===== config.mk =====
export PLATFORM = sky130hd
export DESIGN_NAME = fft_out_serializer
export DESIGN_NICKNAME = d
export VERILOG_FILES = /design/src/rtl/fft_pkg.sv /design/src/rtl/fft_beat_map.sv /design/src/rtl/fft_out_serializer.sv
export SDC_FILE = /design/constraint.sdc
export NUM_CORES = 2
export LEC_CHECK = 0
export CORE_AREA = 2 2 413 415
export CTS_CLUSTER_SIZE = 25
export DETAILED_ROUTE_END_ITERATION = 8
export DIE_AREA = 0 0 415 417
export PLACE_DENSITY_LB_ADDON = 0.1
export SYNTH_ARGS = -nofsm -noshare
export SYNTH_HDL_FRONTEND = slang
export SYNTH_SLANG_ARGS = --single-unit
export TNS_END_PERCENT = 100

===== constraint.sdc =====
create_clock -name clk2 -period 16.9 [get_ports clk2]
set_input_delay 3.38 -clock clk2 [delete_from_list [all_inputs] [get_ports clk2]]
set_output_delay 3.38 -clock clk2 [all_outputs]
set_load 0.005 [all_outputs]

===== src/rtl/fft_pkg.sv =====
// Shared definitions for the FFT output serializer: state encoding, ordering modes, bit reversal.
// Latency: none (types, constants and a pure function only).
// Backpressure: not applicable.
package fft_pkg;

    typedef enum logic [2:0] {
        ST_IDLE   = 3'd0,
        ST_WAIT   = 3'd1,
        ST_LOAD   = 3'd2,
        ST_STREAM = 3'd3,
        ST_DONE   = 3'd4
    } state_t;

    localparam logic MODE_BLOCK = 1'b0;
    localparam logic MODE_INTLV = 1'b1;

    // Largest supported bin-index width (1024 points).
    localparam int MAX_LOGP = 10;

    // Reverse the low w bits of v; bits at w and above come back as zero.
    function automatic logic [MAX_LOGP-1:0] bitrev(input logic [MAX_LOGP-1:0] v, input int w);
        logic [MAX_LOGP-1:0] r;
        r = '0;
        for (int i = 0; i < MAX_LOGP; i++) begin
            r[i] = v[MAX_LOGP-1-i];
        end
        return r >> (MAX_LOGP - w);
    endfunction

endpackage


===== src/rtl/fft_beat_map.sv =====
// Maps a beat number to the bin index and real/imag selector for the current frame ordering.
// Latency: purely combinational.
// Backpressure: none; the caller decides which beat to look up.
module fft_beat_map
    import fft_pkg::*;
#(
    parameter int  PTS  = 32,
    localparam int LOGP = $clog2(PTS)
) (
    input  logic [LOGP:0]   beat_i,
    input  logic            mode_i,
    input  logic            brev_i,
    output logic [LOGP-1:0] bin_o,
    output logic            type_o
);

    logic [LOGP-1:0]     j;
    logic [MAX_LOGP-1:0] rev;

    // Split the beat into (bin, type) for block or interleaved order, then optionally bit-reverse the bin.
    always_comb begin
        j      = '0;
        type_o = 1'b0;
        if (mode_i == MODE_INTLV) begin
            j      = beat_i[LOGP:1];
            type_o = beat_i[0];
        end else begin
            j      = beat_i[LOGP-1:0];
            type_o = beat_i[LOGP];
        end
        rev   = bitrev(MAX_LOGP'(j), LOGP);
        bin_o = brev_i ? rev[LOGP-1:0] : j;
    end

endmodule


===== src/rtl/fft_out_serializer.sv =====
// Snapshots a PTS-point complex FFT result after a settle delay and streams it one word per beat.
// Latency: first word valid WAIT_CYC+1 edges after the accepted start edge; one word per cycle at full rate.
// Backpressure: ready/valid; the presented word holds stable while out_ready is low, nothing lost or repeated.
module fft_out_serializer
    import fft_pkg::*;
#(
    parameter int  N        = 16,
    parameter int  PTS      = 32,
    parameter int  WAIT_CYC = 40,
    localparam int LOGP     = $clog2(PTS)
) (
    input  logic            clk2,
    input  logic            rst_n,
    input  logic            start_output,
    input  logic            mode,
    input  logic            brev,
    input  logic            abort,
    input  logic [PTS*N-1:0] in_r_bus,
    input  logic [PTS*N-1:0] in_i_bus,
    input  logic            out_ready,
    output logic [N-1:0]    serial_out,
    output logic            out_valid,
    output logic            out_type,
    output logic [LOGP-1:0] out_index,
    output logic            output_busy,
    output logic            output_done,
    output logic            start_err
);

    localparam logic [15:0]   WAIT_LAST = 16'(WAIT_CYC - 1);
    localparam logic [LOGP:0] BEAT_LAST = (LOGP+1)'(2*PTS - 1);
    localparam logic [LOGP:0] BEAT_ONE  = (LOGP+1)'(1);

    state_t          state_q;
    logic [15:0]     wait_cnt_q;
    logic [LOGP:0]   beat_q;
    logic            mode_q;
    logic            brev_q;
    logic [PTS*N-1:0] snap_r_q;
    logic [PTS*N-1:0] snap_i_q;

    logic [N-1:0]    serial_out_q;
    logic            out_valid_q;
    logic            out_type_q;
    logic [LOGP-1:0] out_index_q;
    logic            output_busy_q;
    logic            output_done_q;
    logic            start_err_q;

    logic [LOGP:0]   map_beat;
    logic [LOGP-1:0] map_bin;
    logic            map_type;
    logic [N-1:0]    word_d;
    int              base;

    // Beat being prepared for the output register: beat 0 while loading, otherwise the one after the current.
    always_comb begin
        map_beat = '0;
        if (state_q == ST_STREAM) begin
            map_beat = beat_q + BEAT_ONE;
        end
    end

    fft_beat_map #(
        .PTS (PTS)
    ) u_beat_map (
        .beat_i (map_beat),
        .mode_i (mode_q),
        .brev_i (brev_q),
        .bin_o  (map_bin),
        .type_o (map_type)
    );

    // Fetch the next word: straight from the buses on the load cycle (snapshot not yet written), else from the snapshot.
    always_comb begin
        word_d = '0;
        base   = int'(map_bin) * N;
        if (state_q == ST_LOAD) begin
            word_d = map_type ? in_i_bus[base +: N] : in_r_bus[base +: N];
        end else begin
            word_d = map_type ? snap_i_q[base +: N] : snap_r_q[base +: N];
        end
    end

    // Snapshot capture; contents are don't-care until the first load so no reset is needed.
    always_ff @(posedge clk2) begin
        if (state_q == ST_LOAD) begin
            snap_r_q <= in_r_bus;
            snap_i_q <= in_i_bus;
        end
    end

    // Frame sequencer with registered outputs.
    always_ff @(posedge clk2 or negedge rst_n) begin
        if (!rst_n) begin
            state_q       <= ST_IDLE;
            wait_cnt_q    <= '0;
            beat_q        <= '0;
            mode_q        <= MODE_BLOCK;
            brev_q        <= 1'b0;
            serial_out_q  <= '0;
            out_valid_q   <= 1'b0;
            out_type_q    <= 1'b0;
            out_index_q   <= '0;
            output_busy_q <= 1'b0;
            output_done_q <= 1'b0;
            start_err_q   <= 1'b0;
        end else begin
            start_err_q   <= start_output && (state_q != ST_IDLE);
            output_done_q <= 1'b0;
            case (state_q)
                ST_IDLE: begin
                    if (start_output && !abort) begin
                        state_q       <= ST_WAIT;
                        wait_cnt_q    <= '0;
                        mode_q        <= mode;
                        brev_q        <= brev;
                        output_busy_q <= 1'b1;
                    end
                end
                ST_WAIT: begin
                    if (abort) begin
                        state_q       <= ST_IDLE;
                        out_valid_q   <= 1'b0;
                        output_busy_q <= 1'b0;
                    end else if (wait_cnt_q == WAIT_LAST) begin
                        state_q <= ST_LOAD;
                    end else begin
                        wait_cnt_q <= wait_cnt_q + 16'd1;
                    end
                end
                ST_LOAD: begin
                    if (abort) begin
                        state_q       <= ST_IDLE;
                        out_valid_q   <= 1'b0;
                        output_busy_q <= 1'b0;
                    end else begin
                        serial_out_q <= word_d;
                        out_type_q   <= map_type;
                        out_index_q  <= map_bin;
                        out_valid_q  <= 1'b1;
                        beat_q       <= '0;
                        state_q      <= ST_STREAM;
                    end
                end
                ST_STREAM: begin
                    if (abort) begin
                        state_q       <= ST_IDLE;
                        out_valid_q   <= 1'b0;
                        output_busy_q <= 1'b0;
                    end else if (out_valid_q && out_ready) begin
                        if (beat_q == BEAT_LAST) begin
                            out_valid_q   <= 1'b0;
                            output_busy_q <= 1'b0;
                            output_done_q <= 1'b1;
                            state_q       <= ST_DONE;
                        end else begin
                            beat_q       <= map_beat;
                            serial_out_q <= word_d;
                            out_type_q   <= map_type;
                            out_index_q  <= map_bin;
                        end
                    end
                end
                ST_DONE: begin
                    state_q <= ST_IDLE;
                end
                default: begin
                    state_q       <= ST_IDLE;
                    out_valid_q   <= 1'b0;
                    output_busy_q <= 1'b0;
                end
            endcase
        end
    end

    assign serial_out  = serial_out_q;
    assign out_valid   = out_valid_q;
    assign out_type    = out_type_q;
    assign out_index   = out_index_q;
    assign output_busy = output_busy_q;
    assign output_done = output_done_q;
    assign start_err   = start_err_q;

endmodule


==> flow_metrics.tcl <==
set metrics [dict create \
    status "complete, no violations" \
    synth_warnings 0 \
    crit_slowest_cell "buf_4" \
    drc 0 \
    nNetsFinal 5428 \
    hold_buffers 0 \
    power.total_mw 6.15 \
    slew_viol_final 0 \
    path_common_cell "buf_4" \
    period_share 0.360 \
    cp-end-kind "register" \
    worstMarginPinSlew_ns 1.18 \
    wl_per_cell_um 32.2 \
    crit_family "buffers and inverters" \
    drt_iter0_drc 2940 \
    cts_sinks 1077 \
    synth_area_leaders "edfxtp_1 69%, nand2_1 6.8%, dfrtp_1 3.0%" \
    dp_hpwl_um 159000 \
    critPathMaxStageDelay_ns 0.72 \
    yosysSeqAreaShare 0.723 \
    ios 1057 \
    first_pass_iters 5 \
    yosysTopAreaCell "edfxtp_1" \
    dieArea_um2 173000 \
    grt-ovfl-total 0 \
    root_buffer "clkbuf_16" \
    htree_levels 4 \
    post_cts_buffers 0 \
    synthCells 3363 \
    drive_above_1_share 0.0689 \
    synthTopCellsByCount "1024 x edfxtp_1, 810 x nand2_1, 185 x nand3_1, 162 x a31oi_1, 130 x buf_2" \
    path_buf_inv 4 \
    die-width_um 415 \
    clock-skew-final_ns 0.0385 \
    fin_setup_tns_ns 0 \
    clockBufferDepth 3 \
    worst-setup-path-type "reg -> reg" \
    hold_class "reg -> reg" \
    grt_pass1_wl_um 288000 \
    numCtsBuffers 134 \
    slew_headroom 0.206 \
    synth_nets 4396 \
    cp.required_ns 17.58 \
    track_usage 0.244 \
    ys_ff_latch 1077 \
    grt_max_degree 144 \
    rows 151 \
    fin_crit_ns 6.08 \
    setup-violations-final 0 \
    postSynth.asyncResetShare 0.0492 \
    critPathArrivalTime_ns 6.76 \
    start_util 0.263 \
    rsz0062_at_grt "false" \
    p_per_area_nw_per_um2 99.5 \
    grt_pass1_vias 32900 \
    num_vias 33400 \
    routed_via_density 4.95 \
    clock_latency_ns 0.79 \
    synth.distinct_cells 88 \
    timing.final.ws_setup_ns 10.82 \
    crit_chain "nand3b_2, a21oi_1, and3_4, buf_4, buf_4, buf_4, nor2_1, a222oi_1, buf_4, a31oi_1, a221o_1, a211o_1" \
    hold_violations 0 \
    leakage_nw 21.1 \
    antenna_found_initial 130 \
    synth-main-ff-cell "edfxtp_1" \
    clkSlewWorstSetupHoldPaths_ns 0.06 \
    synth_top_area_share 0.693 \
    synth-edff-count 1024 \
    yosysMostFrequentCell "edfxtp_1" \
    gp_congestion 0.835 \
    die_y_um 417 \
    syn_area_um2 44400 \
    area_growth_pct 39.2 \
    tritoncts "done" \
    timing.max_cap.violations 0 \
    cts.repair.resized 0 \
    fmax_ghz 0.164 \
    cp-start-kind "register" \
    place_ws_ns 10.25 \
    critical_path.max_fanout 54 \
    finalWirelength_um 217000 \
    ir_drop_uv 95.1 \
    port_buffers 1056 \
    ant_nets 0 \
    core_area_um2 169000 \
    avgSynthCellArea_um2 13.2 \
]
-- through the flow --
| stage | utilization | hold slack, ns | area [µm²] | instances |
|---|---|---|---|---|
| floorplan | - | 0.471 | 44400 | 3363 |
| global placement | 0.341 | 0.459 | 57400 | 6477 |
| detailed placement | 0.341 | 0.464 | 57400 | 6477 |
| CTS | 0.366 | 0.480 | 61700 | 6718 |
| global route | 0.366 | 0.499 | 61700 | 6740 |
| finish | 0.367 | 0.475 | 61800 | 6758 |
-- area by class of cell --
cell class                 count  area (µm²)
inverter                       5        26.3
clock buffer                 181        3650
timing repair buffer        1128       11200
fill                       16600      107000
tap                         2218        2780
sequential                  1077       32100
multi-input combinational   2049       11300
clock inverter                60         614
antenna                       40         100
-- power breakdown --
group	switching [mW]	internal (mW)
combinational	0.101	0.237
sequential	0.0154	2.93
clock	1.20	1.67
-- kinds of logic (layout without fill, tap and decap cells) --
group	Yosys count	after routing	share of synthesized area
simple gates	1247	1247	0.118
flops	1077	1077	0.723
compound gates	664	664	0.0988
buf+inv	237	1374	0.0264
mux	120	120	0.0299
xor+xnor	16	16	0.00350
fa+ha+maj	2	2	0.000564
other cells	0	40	0
-- tightest hold or removal path, delay by kind of cell (launching register included) --
kind | cells | cell delay (ns)
and+or+nand+nor | 1 | 0.05
AOI/OAI and AO/OA | 1 | 0.06
DFF | 1 | 0.33
-- layout by cell type, fill, tap and decap left out, types with 6 or more instances in the layout --
cell type        instances
o21ai_0                123
mux2i_1                101
a221o_1                 15
o31ai_1                  6
mux4_2                   9
clkbuf_1                41
a221oi_1                19
o22ai_1                 20
mux2_2                  10
o221ai_1                 7
a21oi_1                118
and3_1                  14
nand2_1                810
buf_12                   8
a311oi_1                42
a32oi_1                 12
a211o_1                  6
bufinv_16               10
clkinv_1                23
a31oi_1                162
a211oi_1                29
or3_1                    7
clkbuf_16              139
o211ai_1                20
dfrtp_1                 53
buf_4                   65
a22oi_1                 16
nor3_1                  32
clkdlybuf4s50_1       1055
nand3_1                181
nor2_1                 124
nand4_1                 34
xor2_1                  11
clkinv_2                16
diode_2                 40
edfxtp_1              1024
-- sequential cells by signal (all words and copies together) (netlist names), 3 cells and up --
signal and cells:
snap_i_q 512, snap_r_q 512, serial_out 16, wait_cnt_q 16, beat_q 6, out_index 5, state_q 3
-- worst paths after layout --
| kind | start | to | slack (ns) | cells past startpoint |
|---|---|---|---|---|
| setup / recovery | state_q[1] | serial_out[5] | 10.82 | 12 |
| hold / removal | out_index[3] | out_index[3] | 0.48 | 2 |
| setup reg to reg | state_q[1] | serial_out[5] | 10.82 | 12 |
| hold reg to reg | out_index[3] | out_index[3] | 0.48 | 2 |
| max in group asynchronous | rst_n | serial_out[2] | 13.53 | 1 |
| min in group asynchronous | rst_n | wait_cnt_q[5] | 2.73 | 1 |
-- layer usage --
layer  GRT usage  routed length, µm  up-vias
met5           0                423        -
met2       0.438             113000     1249
met3      0.0546              12100      387
met4      0.0768               6430       60
li1            -                  -    14900
met1       0.287              85300    16900
Note: power is estimated with default switching activity, not from simulation.
